===== src/rtl/z80_bus_pkg.sv =====
// Shared types and strobe decode for the Z80 target-side bus responder.
package z80_bus_pkg;

  typedef enum logic [2:0] {
    ST_IDLE,
    ST_REQ,
    ST_HOLD,
    ST_DONE,
    ST_INTA
  } bus_state_e;

  typedef enum logic [2:0] {
    ACC_MEMRD,
    ACC_MEMWR,
    ACC_IORD,
    ACC_IOWR,
    ACC_INTA,
    ACC_NONE
  } acc_kind_e;

  localparam logic [7:0] Z80_IDLE_BYTE = 8'hFF;

  // Interrupt acknowledge wins over I/O so an M1+IORQ cycle is never forwarded.
  function automatic acc_kind_e decode_access(input logic m1_n, input logic mreq_n,
                                              input logic iorq_n, input logic rd_n,
                                              input logic wr_n, input logic rfsh_n);
    acc_kind_e k;
    if (!iorq_n && !m1_n)                 k = ACC_INTA;
    else if (!iorq_n && !rd_n)            k = ACC_IORD;
    else if (!iorq_n && !wr_n)            k = ACC_IOWR;
    else if (!mreq_n && !rd_n && rfsh_n)  k = ACC_MEMRD;
    else if (!mreq_n && !wr_n)            k = ACC_MEMWR;
    else                                  k = ACC_NONE;
    return k;
  endfunction

endpackage


===== src/rtl/z80_irq_ctrl.sv =====
// Maskable interrupt pending flag; cleared when an acknowledge cycle ends.
module z80_irq_ctrl (
  input  logic clk,
  input  logic rst,
  input  logic irq,
  input  logic intack_done,
  output logic int_n
);

  logic pending;
  logic pending_nxt;

  // A new request arriving on the acknowledge release keeps the flag set.
  always_comb begin
    pending_nxt = irq | (pending & ~intack_done);
  end

  always_ff @(posedge clk) begin
    if (rst) begin
      pending <= 1'b0;
      int_n   <= 1'b1;
    end else begin
      pending <= pending_nxt;
      int_n   <= ~pending_nxt;
    end
  end

endmodule


===== src/rtl/z80_bus_responder.sv =====
// Z80 bus target: forwards memory/I/O cycles to a req/ack backend, stretches
// the CPU with wait_n, and answers interrupt-acknowledge with a fixed vector.
module z80_bus_responder
  import z80_bus_pkg::*;
#(
  parameter int unsigned MIN_WAIT = 0,
  parameter int unsigned TIMEOUT  = 255,
  parameter logic [7:0]  VECTOR   = 8'hFF
) (
  input  logic        clk,
  input  logic        rst,
  input  logic        m1_n,
  input  logic        mreq_n,
  input  logic        iorq_n,
  input  logic        rd_n,
  input  logic        wr_n,
  input  logic        rfsh_n,
  input  logic [15:0] A,
  input  logic [7:0]  dout,
  output logic [7:0]  di,
  output logic        wait_n,
  output logic        int_n,
  input  logic        irq,
  output logic        bk_req,
  output logic        bk_we,
  output logic        bk_io,
  output logic [15:0] bk_addr,
  output logic [7:0]  bk_wdata,
  input  logic        bk_ack,
  input  logic [7:0]  bk_rdata,
  output logic        err
);

  localparam logic [9:0] TIMEOUT_CNT = 10'(TIMEOUT);
  localparam logic [3:0] HOLD_LAST   = 4'(MIN_WAIT) - 4'd1;

  bus_state_e state;
  acc_kind_e  acc;
  logic       is_bus;
  logic       released;
  logic       intack_done;
  logic [9:0] to_cnt;
  logic [9:0] to_nxt;
  logic [3:0] hold_cnt;

  always_comb begin
    acc         = decode_access(m1_n, mreq_n, iorq_n, rd_n, wr_n, rfsh_n);
    is_bus      = acc inside {ACC_MEMRD, ACC_MEMWR, ACC_IORD, ACC_IOWR};
    released    = mreq_n & iorq_n & rd_n & wr_n;
    intack_done = (state == ST_INTA) & released;
    to_nxt      = (to_cnt == '1) ? to_cnt : to_cnt + 10'd1;
    // Combinational so the CPU sees the stretch in T2 of the very first cycle.
    wait_n      = ~(((state == ST_IDLE) & is_bus) | (state == ST_REQ) | (state == ST_HOLD));
  end

  always_ff @(posedge clk) begin
    if (rst) begin
      state    <= ST_IDLE;
      bk_req   <= 1'b0;
      bk_we    <= 1'b0;
      bk_io    <= 1'b0;
      bk_addr  <= '0;
      bk_wdata <= '0;
      di       <= Z80_IDLE_BYTE;
      err      <= 1'b0;
      to_cnt   <= '0;
      hold_cnt <= '0;
    end else begin
      err <= 1'b0;
      unique case (state)
        ST_IDLE: begin
          if (is_bus) begin
            bk_addr  <= A;
            bk_wdata <= dout;
            bk_we    <= (acc == ACC_MEMWR) || (acc == ACC_IOWR);
            bk_io    <= (acc == ACC_IORD) || (acc == ACC_IOWR);
            bk_req   <= 1'b1;
            to_cnt   <= '0;
            state    <= ST_REQ;
          end else if (acc == ACC_INTA) begin
            di    <= VECTOR;
            state <= ST_INTA;
          end
        end
        ST_REQ: begin
          if (released) begin
            bk_req <= 1'b0;
            state  <= ST_IDLE;
          end else if (bk_ack) begin
            bk_req   <= 1'b0;
            hold_cnt <= '0;
            if (!bk_we) di <= bk_rdata;
            state <= (MIN_WAIT > 0) ? ST_HOLD : ST_DONE;
          end else if (to_nxt == TIMEOUT_CNT) begin
            bk_req <= 1'b0;
            di     <= Z80_IDLE_BYTE;
            err    <= 1'b1;
            to_cnt <= to_nxt;
            state  <= ST_DONE;
          end else begin
            to_cnt <= to_nxt;
          end
        end
        ST_HOLD: begin
          if (released)                   state <= ST_IDLE;
          else if (hold_cnt == HOLD_LAST) state <= ST_DONE;
          else                            hold_cnt <= hold_cnt + 4'd1;
        end
        ST_DONE: begin
          if (released) state <= ST_IDLE;
        end
        ST_INTA: begin
          if (released) state <= ST_IDLE;
        end
        default: state <= ST_IDLE;
      endcase
    end
  end

  z80_irq_ctrl u_irq (
    .clk         (clk),
    .rst         (rst),
    .irq         (irq),
    .intack_done (intack_done),
    .int_n       (int_n)
  );

endmodule


===== config.mk =====
export PLATFORM = sky130hd
export DESIGN_NAME = z80_bus_responder
export DESIGN_NICKNAME = d
export VERILOG_FILES = /design/src/rtl/z80_bus_pkg.sv /design/src/rtl/z80_irq_ctrl.sv /design/src/rtl/z80_bus_responder.sv
export SDC_FILE = /design/constraint.sdc
export NUM_CORES = 1
export LEC_CHECK = 0
export ABC_AREA = 1
export BUFFER_PORTS_ARGS = -buffer_cell sky130_fd_sc_hd__buf_4
export CAP_MARGIN = 20
export CORE_ASPECT_RATIO = 0.6
export CORE_MARGIN = 4
export CORE_UTILIZATION = 55
export CTS_CLUSTER_DIAMETER = 50
export CTS_CLUSTER_SIZE = 28
export DETAILED_ROUTE_END_ITERATION = 8
export HOLD_SLACK_MARGIN = 0.12
export PLACE_DENSITY_LB_ADDON = 0.05
export SYNTH_ARGS = -nofsm -noshare
export SYNTH_HDL_FRONTEND = slang
export SYNTH_HIERARCHICAL = 1
export SYNTH_SLANG_ARGS = --single-unit

===== constraint.sdc =====
create_clock -name clk -period 3.1 [get_ports clk]
set_clock_uncertainty 0.05 [all_clocks]
set_input_delay 0.465 -clock clk [delete_from_list [all_inputs] [get_ports clk]]
set_output_delay 0.465 -clock clk [all_outputs]
set_load 0.01 [all_outputs]

### Word level (Yosys, flattened, before mapping)

Index checks and enable logic that the tools add are counted.

* $mul: 0
* shift-type cells: 0
* multiplexer cells: 37
* $add $sub $neg: 2
* $lt $le $gt $ge: 0
* equality and inequality tests: 25
* bitwise gates (word level): 13
* reduce and logical (&&, ||, !) cells: 26
* divide/modulo/power cells: 0

Operators with widths (number)
* 2-to-1 mux 8 bit: 6
* 2-to-1 mux 10 bit: 4
* 2-to-1 mux 3 bit: 13
* case mux 10 bit (2 select lines): 1
* 2-to-1 mux 4 bit: 4
* case mux 8 bit (2 select lines): 1
* != test 2 bit, second input constant: 7
* equality test 3 x 2 -> 1 bit, second input constant: 4
* case mux 3 bit (4 select lines): 1
* adder 10 x 1 -> 10 bit, second input constant: 1
* equality test 10 bit, second input constant: 1
* equality test 10 x 8 -> 1 bit, second input constant: 1
* != test 3 x 2 -> 1 bit, second input constant: 3
* case mux 4 bit (2 select lines): 1
* AND reduction 4 bit: 2
* bitwise AND 1 bit: 6
* equality test 3 x 1 -> 1 bit, second input constant: 2
* equality test 3 bit, second input constant: 2
* logical AND 1 bit: 6
* zero test 3 bit: 2
* AND reduction 6 bit: 1
* zero test 1 bit: 5
* 2-to-1 mux 1 bit: 5
* AND reduction 5 bit: 1
* 15 further kinds: 23

* ROM bits: 0
* logic and storage cells: 115
* bits in latches: 0
* bits in writable memories: 0
* output and inout port bits: 38
* memories: 0
* bits of input ports: 42
* bits in registers: 55

### Depth between registers and ports, before layout

* depth after elaboration: 13
* mapped depth: 14
* depth with buffers taken out: 14

### Cells and area by module

Netlist, hierarchy kept.

Modules (own cells, without submodules)
* z80_bus_responder: area an instance 2538.7 um^2, cells an instance 364, instances 1, sequential area each 1061.0 um^2
* z80_irq_ctrl: area an instance 73.8 um^2, cells an instance 9, instances 1, sequential area each 40.0 um^2

### Worst setup path after synthesis

Ideal clock, no wire load.

* kind: input -> output
* start point: in rd_n
* end point: out wait_n
* setup slack: 1.231 ns
* arrival: 1.354 ns
* buffers on the path: 1
* required time: 2.585 ns
* cell stages on the path: 8
* path through: or2_1 nand3_1 nand2_1 nor2_2 inv_2 clkbuf_1 nand2_1 inv_1

* word-level cells in the longest chain between the ends: 13
* elaborated cells on any way between the ends: 17
* classes of those cells: eq/ne (3); mux (4); bitwise (4); reduce/logical (6)

RTL lines
* start: declaration: line z80_bus_responder.sv:15 `input logic rd_n,`
* zero test 1 bit (*): line z80_bus_pkg.sv:29, z80_bus_pkg.sv:31
* logical AND 1 bit (2 in series): line z80_bus_pkg.sv:31 `else if (!mreq_n && !rd_n && rfsh_n) k = ACC_MEMRD;`
* 2-to-1 mux 3 bit: line z80_bus_pkg.sv:31
* 2-to-1 mux 3 bit: line z80_bus_pkg.sv:30 `else if (!iorq_n && !wr_n) k = ACC_IOWR;`
* 2-to-1 mux 3 bit (*): line z80_bus_pkg.sv:29 `else if (!iorq_n && !rd_n) k = ACC_IORD;`
* 2-to-1 mux 3 bit (*): line z80_bus_pkg.sv:28 `if (!iorq_n && !m1_n) k = ACC_INTA;`
* equality test 3 x 1 -> 1 bit, or another cell as far along: line z80_bus_responder.sv:48 `is_bus = acc inside {ACC_MEMRD, ACC_MEMWR, ACC_IORD, ACC_IOWR};`
* nonzero test 4 bit (*): line z80_bus_responder.sv:48
* bitwise AND 1 bit (*): line z80_bus_responder.sv:53 `wait_n = ~(((state == ST_IDLE) & is_bus) | (state == ST_REQ) | (state == ST_HOLD));`
* bitwise OR 1 bit (*) (2 in series): line z80_bus_responder.sv:53
* inverter 1 bit (*): line z80_bus_responder.sv:53
* end: declaration: line z80_bus_responder.sv:21 `output logic wait_n,`

Mark *: on every way between the ends. The rest lies on a longest branch, timed or not.

### Final worst setup path

* start point: reg state[2]
* end point: out wait_n

* word-level cells in the longest chain between the ends: 5
* elaborated cells on any way between the ends: 7
* classes of those cells: eq/ne (2); bitwise (4); reduce/logical (1)

RTL lines
* start: declaration: line z80_bus_responder.sv:37 `bus_state_e state;`
* start signal: assignment: line z80_bus_responder.sv:93 `state <= (MIN_WAIT > 0) ? ST_HOLD : ST_DONE;`
* zero test 3 bit: line z80_bus_responder.sv:53
* bitwise AND 1 bit: line z80_bus_responder.sv:53
* bitwise OR 1 bit: line z80_bus_responder.sv:53
* bitwise OR 1 bit (*): line z80_bus_responder.sv:53
* inverter 1 bit (*): line z80_bus_responder.sv:53

Marks and branches as above.

==> reports/metrics.cfg <==
[critical_path]
path_max_fanout=27
r2r-start=to_cnt[0]
cp_common_cell=inv_1
cp-end-kind=primary output
cp_cell_sequence=nor2_2 > inv_1 > nor2_1 > inv_1 > nor2_2 > inv_2 > nand2_1 > inv_1 > buf_4
cp-startpoint=state[2]
required_ns=2.58
cpLargestDelayFamily=simple AND/OR/NAND/NOR gates
crit_type=reg2out
max_stage_delay_ns=0.36
critPathLaunchType=register
cp_data_arrival_time_ns=1.70
path_buf_inv=5
crit_slowest_cell=dfxtp_1

[synth]
netlist_area_um2=2610
syn_nets=417
synth_top_family_by_area=simple AND/OR/NAND/NOR gates
synth-adder-area-share=0.00958
synth_cells=373
ys_ff_latch=55
avgSynthCellArea_um2=7.00
yosys.area_share.simple=0.324
yosys_warnings=6
yosysUniqueCellTypes=33
synthXorXnorAreaFrac=0.00670
synth_mux_area_frac=0
seq_area_frac_synth=0.421
synth_compound_area_frac=0.164

[power_and_ir_drop]
peakVddDrop_mv=0.383
power_w=0.00249
p_per_area_nw_per_um2=745
power.leakage_nw=1.52

[grt]
grt_antenna_before_repair=0
grt_pass1_wl_mm=10.4
grt_remaining_overflow=0
grt_pass1_vias=2245
grt_max_degree=30
grt_use_total=0.216

[routing]
drc=0
dr.pass1.iters=4
vias_per_cell=5.16
drt_iter0_markers=167
post_drt_wl_per_cell_um=12.8
antenna_left=0
routed_wl_mm=6.58
num_vias=2646

[sta]
max_freq_ghz=0.452
finalHoldViolations=0
finalCriticalPeriod_ns=2.21
rsz0062_at_grt=false
setup_viol=0
worstMarginPinSlew_ns=0.465
maxSlewViolCount=0
tns_ns=0
hold_slack_ns=0.314
post-route-period-util=0.713
slew_headroom=0.690

[final_layout]
layout_commonest_cell=buf_4
final_core_util=0.727
final_cells=513
syn_to_final_growth_pct=27.7
nFillCells=391
final_cell_mix=buf_4 (81), nor2_1 (72), nand2_1 (65), dfxtp_1 (55), o21ai_0 (39)
layout.nets=493
antenna_cells=0
layout-drive-gt1-share=0.253

[clocking]
cts-resized-gates=0
clk_pin_slew_ns=0.10
cts-root-buf=clkbuf_8
numCtsBuffers=5
cts_sinks=55
post_cts_buffers=0
htree_num_levels=2
holdBufCountCts=0
clock_latency_ns=0.30
cts_tree=done
clk_path_buf_depth=2

[floorplan]
core_area_um2=4590
fp.dieW_um=97.0
start_util=0.569
die_y_um=61.4
die-area_um2=5950
fp-row-count=19
io_pins=80

[worst_hold_path]
hold_path.startpoint=bk_rdata[0]
hold_path.class=in2reg

[run]
max-cap-violations=0

[placed_design]
dp.cells=505
dp_hpwl_mm=5.03
numPortBuffers=79
gp_congestion=0.847

[status]
status=complete, no violations

per-layer routing:
layer | vias to the layer above | part of all wire | track usage
li1 | 1359 | - | -
met2 | 104 | 0.42 | 0.329
met5 | - | 0 | 0
met3 | 2 | 0.11 | 0.0848
met4 | 0 | 0.0032 | 0.0360
met1 | 1181 | 0.47 | 0.298
tightest hold or removal path: stages:
cell and delay (ns):
buf_4 0.07, o21ai_1 0.05, nand2_1 0.05
cells in the mapped netlist, drive strengths merged:
cell type	count	area share
dfxtp	55	0.42
nand2	74	0.12
nor4	1	0.0024
o21bai	1	0.0029
buf	5	0.013
nor3	5	0.0096
nand3	24	0.058
a211oi	5	0.014
o221ai	1	0.0034
a21oi	25	0.049
clkinv	1	0.0034
nor2	79	0.13
o21ai	48	0.092
nor3b	2	0.0057
xnor2	1	0.0034
inv	33	0.047
ha	2	0.0096
or2	2	0.0048
a31oi	1	0.0024
clkbuf	7	0.011
xor2	1	0.0034
state kept, by name, indices dropped and copies added (netlist names), 3 cells and up:
name and count:
to_cnt 10, hold_cnt 4, bk_addr 16, bk_wdata 8, state 3, di 8
kinds of logic after synthesis:
family	count (synthesis)
compound gates	81
xor+xnor	2
fa+ha+maj	2
buf+inv	46
flops	55
simple gates	187
layout make-up:
type | count | area [um2] | share of cell area
Multi-Input combinational cell | 272 | 1320 | 0.395
Sequential cell | 55 | 1100 | 0.330
Clock inverter | 2 | 16.3 | 0.00487
Inverter | 34 | 133 | 0.0397
Clock buffer | 6 | 82.6 | 0.0247
Timing Repair Buffer | 81 | 608 | 0.182
Tap cell | 63 | 78.8 | 0.0236
worst paths after layout:
kind                   end  slack (ns)  cells past startpoint
max                 wait_n        0.89                      9
min                  di[0]        0.31                      3
max reg2reg          di[4]        1.03                     12
min reg2reg  u_irq/pending        0.42                      2
through the flow:
stage / setup slack [ns] / cell area (um2)
final: 0.889 / 3340
after global routing: 0.709 / 3340
after CTS: 0.879 / 3340
after detailed placement: 0.793 / 3240
after global placement: 0.877 / 3240
after floorplan: 1.23 / 2610
report_power, final:
part / total, W / leakage [nW] / switching (W) / internal, W
combinational: 0.00104 / 1.02 / 0.000618 / 0.000420
clock: 0.000421 / 0.0474 / 0.000238 / 0.000183
sequential: 0.00103 / 0.452 / 0.000140 / 0.000888
Note: power is estimated with default switching activity, not from simulation.
